$ cat src/rtl/in_demux_if_loader.sv
`default_nettype none
// ============================================================================
// Module   : in_demux_if_loader
// Brief    : Packs IN_W-bit beats into DATA_W-bit rows and writes them into
//            NUM_BANKS banks of WORDS rows each, bank 0 first.
// Revision : 1.0 - initial release
// ============================================================================
module in_demux_if_loader #(
   parameter int IN_W      = 32,
   parameter int DATA_W    = 192,
   parameter int NUM_BANKS = 8,
   parameter int SEL_W     = 3,
   parameter int WORDS     = 9,
   parameter int ADDR_W    = 4
) (
   input  logic                 clk,
   input  logic                 rst_n,
   input  logic                 start,
   input  logic [IN_W-1:0]      in_data,
   input  logic                 in_valid,
   output logic                 in_ready,
   output logic [SEL_W-1:0]     F,
   output logic [NUM_BANKS-1:0] bank_wr_en,
   output logic [ADDR_W-1:0]    bank_wr_addr,
   output logic [DATA_W-1:0]    bank_wr_data,
   output logic                 busy,
   output logic                 done
);

   localparam int c_beats  = DATA_W / IN_W;
   localparam int c_beat_w = (c_beats > 1) ? $clog2(c_beats) : 1;

   localparam logic [1:0] c_idle     = 2'd0;
   localparam logic [1:0] c_assemble = 2'd1;
   localparam logic [1:0] c_write    = 2'd2;
   localparam logic [1:0] c_done     = 2'd3;

   localparam logic [c_beat_w-1:0]  c_last_beat = c_beat_w'(c_beats - 1);
   localparam logic [ADDR_W-1:0]    c_last_row  = ADDR_W'(WORDS - 1);
   localparam logic [SEL_W-1:0]     c_last_bank = SEL_W'(NUM_BANKS - 1);
   localparam logic [NUM_BANKS-1:0] c_bank0     = NUM_BANKS'(1);

   logic [1:0]           r_state;
   logic [c_beat_w-1:0]  r_beat;
   logic [ADDR_W-1:0]    r_row;
   logic [DATA_W-1:0]    r_row_buf;

   logic [1:0]           w_next;
   logic                 w_accept;
   logic [c_beat_w-1:0]  w_beat;
   logic [ADDR_W-1:0]    w_row;
   logic [DATA_W-1:0]    w_row_buf;
   logic [SEL_W-1:0]     w_f;
   logic                 w_in_ready;
   logic [NUM_BANKS-1:0] w_wr_en;
   logic [ADDR_W-1:0]    w_wr_addr;
   logic [DATA_W-1:0]    w_wr_data;
   logic                 w_busy;
   logic                 w_done;

   assign w_accept = in_valid & in_ready;

   always_ff @(posedge clk or negedge rst_n) begin
      if (!rst_n) begin
         r_state      <= c_idle;
         r_beat       <= '0;
         r_row        <= '0;
         r_row_buf    <= '0;
         F            <= '0;
         in_ready     <= 1'b0;
         bank_wr_en   <= '0;
         bank_wr_addr <= '0;
         bank_wr_data <= '0;
         busy         <= 1'b0;
         done         <= 1'b0;
      end else begin
         r_state      <= w_next;
         r_beat       <= w_beat;
         r_row        <= w_row;
         r_row_buf    <= w_row_buf;
         F            <= w_f;
         in_ready     <= w_in_ready;
         bank_wr_en   <= w_wr_en;
         bank_wr_addr <= w_wr_addr;
         bank_wr_data <= w_wr_data;
         busy         <= w_busy;
         done         <= w_done;
      end
   end

   always_comb begin
      w_next = r_state;
      case (r_state)
         c_idle:     if (start) w_next = c_assemble;
         c_assemble: if (w_accept && (r_beat == c_last_beat)) w_next = c_write;
         c_write:    w_next = ((r_row == c_last_row) && (F == c_last_bank)) ? c_done : c_assemble;
         c_done:     w_next = c_idle;
         default:    w_next = c_idle;
      endcase
   end

   // Outputs are registered from the next state, so they line up with it.
   always_comb begin
      w_beat    = r_beat;
      w_row     = r_row;
      w_row_buf = r_row_buf;
      w_f       = F;
      w_wr_addr = bank_wr_addr;
      w_wr_data = bank_wr_data;
      case (r_state)
         c_idle: begin
            if (start) begin
               w_beat = '0;
               w_row  = '0;
               w_f    = '0;
            end
         end
         c_assemble: begin
            if (w_accept) begin
               w_row_buf[IN_W*r_beat +: IN_W] = in_data;
               w_beat = (r_beat == c_last_beat) ? '0 : r_beat + 1'b1;
            end
         end
         c_write: begin
            if (r_row != c_last_row) begin
               w_row = r_row + 1'b1;
            end else if (F != c_last_bank) begin
               w_row = '0;
               w_f   = F + 1'b1;
            end
         end
         c_done: begin
            w_row     = '0;
            w_f       = '0;
            w_wr_addr = '0;
         end
         default: ;
      endcase

      if (w_next == c_write) begin
         w_wr_addr = r_row;
         w_wr_data = w_row_buf;
      end
      w_wr_en    = (w_next == c_write) ? (c_bank0 << F) : '0;
      w_in_ready = (w_next == c_assemble);
      w_busy     = (w_next != c_idle);
      w_done     = (w_next == c_done);
   end

endmodule
`default_nettype wire

$ cat config.mk
export PLATFORM = sky130hd
export DESIGN_NAME = in_demux_if_loader
export DESIGN_NICKNAME = d
export VERILOG_FILES = /design/src/rtl/in_demux_if_loader.sv
export SDC_FILE = /design/constraint.sdc
export NUM_CORES = 1
export LEC_CHECK = 0
export ABC_CLOCK_PERIOD_IN_PS = 2400
export CORE_ASPECT_RATIO = 0.75
export CORE_MARGIN = 1.5
export CORE_UTILIZATION = 40
export DETAILED_ROUTE_END_ITERATION = 16
export PLACE_DENSITY = 0.69
export SLEW_MARGIN = 20
export SYNTH_ARGS = -nofsm -noshare
export SYNTH_HDL_FRONTEND = slang
export SYNTH_SLANG_ARGS = --single-unit
$ cat constraint.sdc
create_clock -name clk -period 2.4 [get_ports clk]
set_input_delay 0.6 -clock clk [delete_from_list [all_inputs] [get_ports clk]]
set_output_delay 0.6 -clock clk [all_outputs]
set_load 0.005 [all_outputs]
# Word-level counts from Yosys, hierarchy flattened
# Cells that the tools add are included.
# totals
ff_bits	411
input_bits	36
output_inout_bits	210
# classes
add_sub_neg	4
n_eq_ne	16
shift	3
mux	21
bitwise_logic	1
n_reduce_logical	10
# op_table
operator	n
2-to-1 mux 192 bit	2
bitwise mux 192 bit	1
variable shift 32 x 34 -> 192 bit, first input constant	1
indexed part select 32 x 34 -> 192 bit	1
negation 8 -> 34 bit	1
2-to-1 mux 4 bit	5
2-to-1 mux 3 bit	5
case mux 4 bit (3 select lines)	1
case mux 3 bit (3 select lines)	1
equality test 2 bit, second input constant	4
2-to-1 mux 8 bit	1
!= test 2 bit, second input constant	4
case mux 2 bit (4 select lines)	1
left shift 1 x 3 -> 8 bit, first input constant	1
adder 3 x 1 -> 3 bit, second input constant	2
equality test 3 bit, second input constant	2
2-to-1 mux 2 bit	3
!= test 3 bit, second input constant	2
case mux 3 bit (2 select lines)	1
AND reduction 3 bit	2
nonzero test 2 bit	3
adder 4 x 1 -> 4 bit, second input constant	1
equality test 2 x 1 -> 1 bit, second input constant	2
equality test 4 bit, second input constant	1
6 further kinds	7

# Depth between registers and ports, before layout
# Gate-level depths: netlist of run 1.
# depth
depth_word	6
depth_mapped	11
mapped_depth_nobuf	7

# Worst setup path before layout of run 1
# No wires, ideal clock.
# synth_path
kind	flip-flop to flip-flop
start	reg r_beat[0]
end	reg bank_wr_data[177]
setup_ns	0.125
arrival_time_ns	2.453
required_ns	2.275
setup_slack_ns	-0.178
path_stages_with_launch	10
path_buffers	3
synth_period_minus_slack_ns	2.578
path_cell_list	dfrtp_1 buf_2 inv_1 ha_1 ha_1 or4b_1 buf_2 buf_6 a22o_1 mux2_2
# synth_between
elab_chain_len	5
word_cells_on_any_way	11
classes_between	add/sub (1); eq/ne (2); shift (2); mux (5); reduce/logical (1)
# synth_lines
item	line	source
from (decl)	44	logic [c_beat_w-1:0] r_beat;
from (signal assigned)	78	r_beat <= w_beat;
negation 8 -> 34 bit *	120	w_row_buf[IN_W*r_beat +: IN_W] = in_data;
indexed part select 32 x 34 -> 192 bit / variable shift 32 x 34 -> 192 bit (equally long branches)	120	
bitwise mux 192 bit *	120	
2-to-1 mux 192 bit *	119	if (w_accept) begin
2-to-1 mux 192 bit *	110	case (r_state)
net w_row_buf[177]	52	logic [DATA_W-1:0] w_row_buf;
to (signal assigned)	85	bank_wr_data <= w_wr_data;
to (decl)	25	output logic [DATA_W-1:0] bank_wr_data,
# Mark *: on every way through the listed nets, which the timed path passes. The rest lies on a longest branch.
# A chain may end at the register's enable or synchronous reset.

# Final worst setup path of run 1
# layout_path
start	reg r_beat[1]
end	reg bank_wr_data[172]
# The elaborated chain is that of the path after synthesis.

==> results of run 1 <==
==> cell type report <==
class,count,share of cell area
repair buffers,348,0.165
flip-flops and latches,411,0.484
clock buffers,61,0.0571
inverters,8,0.00141
multi-input cells,806,0.256
clock inverters,10,0.00618
well taps,520,0.0306
==> final timing paths <==
kind | to | from | depth (start not counted)
worst max-delay path | bank_wr_data[172] | r_beat[1] | 7
worst min-delay path | r_row_buf[12] | r_row_buf[12] | 2
worst max register to register | bank_wr_data[172] | r_beat[1] | 7
worst min register to register | r_row_buf[12] | r_row_buf[12] | 2
max in group asynchronous | bank_wr_data[20] | rst_n | 4
min in group asynchronous | bank_wr_data[174] | rst_n | 2
==> registers in the layout, indices dropped and copies added (netlist names) <==
register,cells
F,3
bank_wr_addr,4
bank_wr_data,192
bank_wr_en,8
busy,1
done,1
in_ready,1
r_beat,3
r_row,4
r_row_buf,192
r_state,2
==> layout by cell type (no fill, tap or decap), drive strengths merged, types with 2 or more instances in the layout <==
cell | Yosys | final
nor2b | 14 | 14
a21oi | 5 | 5
mux2 | 100 | 100
or3 | 9 | 9
nor2 | 8 | 8
clkdlybuf4s50 | 0 | 244
o21ai | 81 | 81
o22ai | 2 | 2
a21boi | 2 | 2
and4b | 2 | 2
buf | 27 | 103
and2 | 57 | 57
bufinv | 0 | 3
nor4b | 2 | 2
inv | 8 | 9
ha | 15 | 15
dfrtp | 411 | 411
nand3b | 2 | 2
clkbuf | 78 | 61
nand2b | 3 | 3
nor3 | 7 | 7
nand4b | 4 | 4
nand2 | 272 | 272
nand3 | 45 | 45
and3 | 11 | 11
a22o | 98 | 98
clkinv | 0 | 5
a221o | 54 | 54
==> through the flow <==
| stage | cells | worst slack [ns] | cell area [um^2] | hold slack [ns] | power, uW |
|---|---|---|---|---|---|
| 6_report | 2164 | 0.0641 | 21300 | 0.458 | 24800 |
| 3_5_place_dp | 2092 | -0.518 | 19900 | 0.449 | 18400 |
| 2_1_floorplan | 1330 | 0.0154 | 16100 | 0.304 | 14000 |
| 4_1_cts | 2164 | 0.0473 | 21200 | 0.463 | 25000 |
| 5_1_grt | 2164 | 0.00922 | 21300 | 0.483 | 26200 |
| 3_3_place_gp | 2092 | -0.437 | 19900 | 0.438 | 18200 |
==> logic make-up (layout without fill, tap and decap cells) <==
logic type      after synthesis  in the layout  share of synthesized area
flops                       411            411                      0.638
fa+ha+maj                    15             15                     0.0116
mux                         101            101                     0.0742
buf+inv                     113            427                     0.0297
compound gates              248            248                      0.119
simple gates                441            441                      0.127
xor+xnor                      1              1                   0.000544
==> layer usage <==
| metal | GRT usage | wire length, um | vias to the layer above |
|---|---|---|---|
| met5 | 0 | 13 | - |
| met4 | 0.0530 | 801 | 2 |
| met3 | 0.0547 | 3540 | 54 |
| met2 | 0.325 | 19300 | 398 |
| met1 | 0.335 | 22200 | 5878 |
| li1 | - | - | 5223 |
==> power by group <==
part	internal [uW]	total [uW]	switching, uW
Combinational	4250	7870	3610
Clock	3810	6460	2650
Sequential	9230	10500	1230
==> worst min-delay path, stage by stage (launching register included) <==
cell and delay, ns:
dfrtp_1 0.32, nand2_1 0.06, nand2_1 0.05
==> timing repair <==
item	in CTS	in global routing
resized for setup	4	3
pin swaps	0	0
hold buffers	1	0
endpoints found under the hold margin	43	0
endpoints found under the setup margin	48	44
==> results.txt, run 1 <==
Antenna diodes: 0
Startpoint Class: flip-flop
RSZ-0062 raised after global routing: false
WL per Instance: 21.2 um
Async SR Flop Fraction: 1.00
Maximum VDD drop: 0.546 mV
Post-layout util: 0.536
Skew-Pair Late Insertion Delay: 0.55 ns
GRT Overall Usage: 0.223
Drt initial violations: 942
Area grow syn2layout: 32.0%
Endpoints failing setup: 0
Fin crit share: 0.973
Cell breakdown of the critical path: inv_1 > ha_4 > ha_4 > or4b_4 > buf_12 > a22o_1 > mux2_4
Most frequent cell after synthesis: dfrtp_1
Number of synthesized flops with an enable pin: 0
Buffers plus inverters on the worst setup path: 2
CTS tree: yes
Reg2reg setup slack: 0.06 ns
Multi-input gate area: 0.00545 mm^2
Mapped Cells: 1330
Rel. slew slack: 0.576
Ys flop type: dfrtp_1
Netlist cell types: 44
Synth top area share: 0.638
DRC violations left: 0
Storage cell area: 0.0103 mm^2
Post-DRT Antenna Nets: 0
CP peak stage delay: 0.56 ns
Global-route wire length before repair: 71.6 mm
I/O pin count: 246
Setup bufs post-CTS: 0
Die W: 235 um
Synth top cells by count: 411 x dfrtp_1, 272 x nand2_1, 98 x a22o_1, 84 x mux2_2, 81 x o21ai_0
Leakage power: 0.0101 uW
Data arrival time at the worst-slack endpoint: 2.76 ns
Critical path class: reg -> reg
GP Congestion: 0.851
Worst hold-check path type: reg -> reg
Total number of vias: 11600
Layout cells sized above 1: 0.171
CP endpoint kind: flip-flop
Area contributors post-synth: dfrtp_1 64%, nand2_1 6.3%, mux2_2 5.9%, a22o_1 5.3%, a221o_1 3.4%
Slew @ Worst Pin: 0.634 ns
Row count: 63
Largest net degree at the start of global routing: 88
1st-pass router iterations: 5
Seq cells post-synth: 411
Synth warn: 0
Final worst path period need: 2.34 ns
Clk pin slew, worst setup/hold paths: 0.06 ns
Die ar.: 0.0415 mm^2
Clk sink count: 411
WL final: 45.8 mm
Maxcap violations: 0
Fin nets: 1667
Pwr/cell area: 1170 mW/mm^2
Via/cell ratio: 5.34
CTS HTree Levels: 2
Area leader, netlist: dfrtp_1
Syn_area_per_cell: 12.1 um^2
Worst Path Required: 2.82 ns
Filler instances: 3357
Dpl hpwl: 31.9 mm
Total grt overflow: 0
Inserted Clock Buffers: 41
CP dominant cell by count: ha_4
Final Hold Fails: 0
TNS Setup: 0 ns
Syn nets: 1381
# port buffers: 245
Crit path max fanout: 32
Initial antenna violation count: 1
Status: complete, no violations
Post-Syn Area: 0.0161 mm^2
Vias in the first global route: 11900
Critical path's top delay family: simple AND/OR/NAND/NOR gates
Max Freq: 428 MHz
Post-synthesis sequential area ratio: 0.638
Root cell of the clock tree: clkbuf_16
Initial Util: 0.406
CP max-delay cell: or4b_4
Die H: 177 um
CTS Buffer Depth: 3
Slew Limit Fails: 0
Skew final: 0.0246 ns
Area of the core: 0.0396 mm^2
Power figures use the tool's default switching activity.
==> inputs of run 2 (changes only) <==
--- a/config.mk
+++ b/config.mk
@@ -8,9 +8,9 @@
 export ABC_CLOCK_PERIOD_IN_PS = 2400
 export CORE_ASPECT_RATIO = 0.75
 export CORE_MARGIN = 1.5
-export CORE_UTILIZATION = 40
+export CORE_UTILIZATION = 49
 export DETAILED_ROUTE_END_ITERATION = 16
-export PLACE_DENSITY = 0.69
+export PLACE_DENSITY = 0.84
 export SLEW_MARGIN = 20
 export SYNTH_ARGS = -nofsm -noshare
 export SYNTH_HDL_FRONTEND = slang
==> run 2 against run 1 <==
Net effect:
- sequential power is essentially flat
- clock skew shrank 0.012 ns
- power grew 1.1%
- flip-flop and latch count is the same
==> results.txt, run 2 (synthesis results as in run 1) <==
Area grow syn2layout: 31.6%
Layout cells sized above 1: 0.172 (+0.00145)
CP endpoint kind: flip-flop
GRT Overall Usage: 0.266 (+0.0423)
Total grt overflow: 0 (unchanged)
Combinational Power Share: 0.318 (about the same)
Pwr Total: 25100 uW (+1.1%)
WL final: 44.8 mm (-2.3%)
Maxcap violations: 0 (unchanged)
TNS Setup: 0 ns (unchanged)
I/O pin count: 246 (unchanged)
Inserted Clock Buffers: 40 (-2.4%)
Slew Limit Fails: 0 (unchanged)
Dpl hpwl: 30.2 mm (-5.4%)
Cell Count, Final, Fillers Out: 2079 (-3.9%)
Largest registers: bank_wr_data: 192 flops, r_row_buf: 192 flops, bank_wr_en: 8 flops
Hold_ws: 0.456 ns (-0.00167 ns)
Data arrival time at the worst-slack endpoint: 2.76 ns (about the same)
Skew-Pair Late Insertion Delay: 0.54 ns (about the same)
CTS Buffer Depth: 3 (unchanged)
Largest net degree at the start of global routing: 91 (+3.4%)
Rel. slew slack: 0.571 (-0.00546)
Cell breakdown of the critical path: inv_2 > ha_4 > ha_4 > o31a_1 > buf_4 > nand3_2 > clkbuf_16 > a22o_1 > mux2_2
Pint: 17500 uW (+1.3%)
Fin crit share: 0.980 (+0.00660)
Switching pwr: 7560 uW (+0.84%)
Die H: 160 um (-9.5%)
# port buffers: 245 (unchanged)
CTS HTree Levels: 2 (unchanged)
Final worst path period need: 2.35 ns (+0.0158 ns)
Total number of vias: 11800 (+1.9%)
Critical path class: reg -> reg
Slew @ Worst Pin: 0.642 ns (+0.00761 ns)
Sequential Power Share: 0.417 (-0.005)
CTS tree: yes
Global-route wire length before repair: 69.9 mm (-2.3%)
CP max-delay cell: dfrtp_1
Via/cell ratio: 5.66 (+6.1%)
CP peak stage delay: 0.36 ns (-0.20 ns)
Fin nets: 1661 (-0.36%)
Placed insts: 2003 (-4.3%)
Area of the core: 0.0324 mm^2 (-18%)
Vias in the first global route: 12000 (+1.2%)
Clk pwr share: 0.265 (+0.004)
Root cell of the clock tree: clkbuf_16
WL per Instance: 21.5 um (+1.7%)
Post-DRT Antenna Nets: 0 (unchanged)
Commonest non-fill, non-tap cells in the layout: 411 x dfrtp_1, 271 x nand2_1, 244 x clkdlybuf4s50_1, 98 x a22o_1, 84 x mux2_2
1st-pass router iterations: 5 (unchanged)
Die W: 212 um (-9.5%)
Sw Share: 0.301 (-0.000901)
Crit path max fanout: 8 (-75%)
Worst Path Required: 2.81 ns (about the same)
Clk pin slew, worst setup/hold paths: 0.06 ns (about the same)
Row count: 57 (-9.5%)
Leakage power: 0.0101 uW (+0.14%)
Initial antenna violation count: 1 (unchanged)
Final Hold Fails: 0 (unchanged)
Clk sink count: 411 (unchanged)
Initial Util: 0.498 (+0.0912)
Drt initial violations: 1161 (+23%)
Maximum VDD drop: 0.903 mV (+65%)
Max Freq: 425 MHz (-0.67%)
Worst hold-check path type: reg -> reg
Die ar.: 0.0340 mm^2 (-18%)
Status: complete, no violations
GP Congestion: 0.885 (+4.0%)
Skew final: 0.0124 ns (-0.0122 ns)
CP dominant cell by count: ha_4
Endpoints failing setup: 0 (unchanged)
DRC violations left: 0 (unchanged)
Startpoint Class: flip-flop
Pwr/cell area: 1180 mW/mm^2 (+1.4%)
Most common cell after layout, fill and taps aside: dfrtp_1
## run 2: repair_timing
action                                  CTS  global route
resized for setup                         2             8
endpoints found under the hold margin    43             0
buffers inserted                          0             4
endpoints found under the setup margin   24           105
gates cloned                              0             2
hold buffers                              1             0
## run 2: worst max-delay path: cells and delay by family (launching register included)
family	cells	cell delay, ns
compound gates	2	0.44
fa+ha+maj	2	0.46
buf+inv	3	0.49
flops	1	0.36
mux	1	0.27
simple gates	1	0.21
## run 2: through the flow
| stage | utilization | area, um^2 | setup slack [ns] |
|---|---|---|---|
| 6_report | 0.655 | 21200 | 0.0482 |
| 5_1_grt | 0.655 | 21200 | -0.0328 |
| 3_5_place_dp | 0.609 | 19700 | -0.479 |
| 3_3_place_gp | 0.609 | 19700 | -0.359 |
| 2_1_floorplan | - | 16100 | 0.0154 |
| 4_1_cts | 0.652 | 21100 | 0.0449 |
## run 2: path summary, 6_finish.rpt
check / cells past startpoint / start / slack (ns) / to
worst max register to register: 9 / r_beat[0] / 0.05 / bank_wr_data[51]
worst min register to register: 2 / r_row_buf[0] / 0.46 / r_row_buf[0]
max in group asynchronous: 3 / rst_n / 0.96 / r_row_buf[105]
worst min-delay path: 2 / r_row_buf[0] / 0.46 / r_row_buf[0]
min in group asynchronous: 2 / rst_n / 0.59 / bank_wr_data[26]
worst max-delay path: 9 / r_beat[0] / 0.05 / bank_wr_data[51]
## run 2: area by class of cell
| type | count | area (um^2) |
|---|---|---|
| sequential | 411 | 10300 |
| timing repair buffer | 343 | 3500 |
| antenna | 1 | 2.50 |
| fill | 2406 | 11200 |
| clock inverter | 16 | 236 |
| tap | 442 | 553 |
| clock buffer | 52 | 1150 |
| inverter | 8 | 30.0 |
| multi-input combinational | 806 | 5440 |
## run 2: per-layer routing
layer  wire length, um  track usage  vias to the layer above  share of wire
met5                 0            0                        -              0
met3              3980       0.0653                       64          0.089
met2             19400        0.378                      498           0.43
met1             20700        0.411                     6011           0.46
li1                  -            -                     5203              -
met4               697       0.0580                        0          0.016
## run 2: power groups by stage
stage	combinational [uW]	sequential, uW	clock, uW
after floorplan	3740	10300	0
after global placement	7490	10500	0
after detailed placement	7750	10500	0
after CTS	7840	10500	6770
after global routing	8660	10700	7020
final	7970	10500	6640
==> inputs of run 3 (changes only) <==
--- a/config.mk
+++ b/config.mk
@@ -6,6 +6,7 @@
 export NUM_CORES = 1
 export LEC_CHECK = 0
 export ABC_CLOCK_PERIOD_IN_PS = 2400
+export CAP_MARGIN = 25
 export CORE_ASPECT_RATIO = 0.75
 export CORE_MARGIN = 1.5
 export CORE_UTILIZATION = 49
==> results of run 3 <==
Final layout, timing and power as in run 2 (identical DEF).
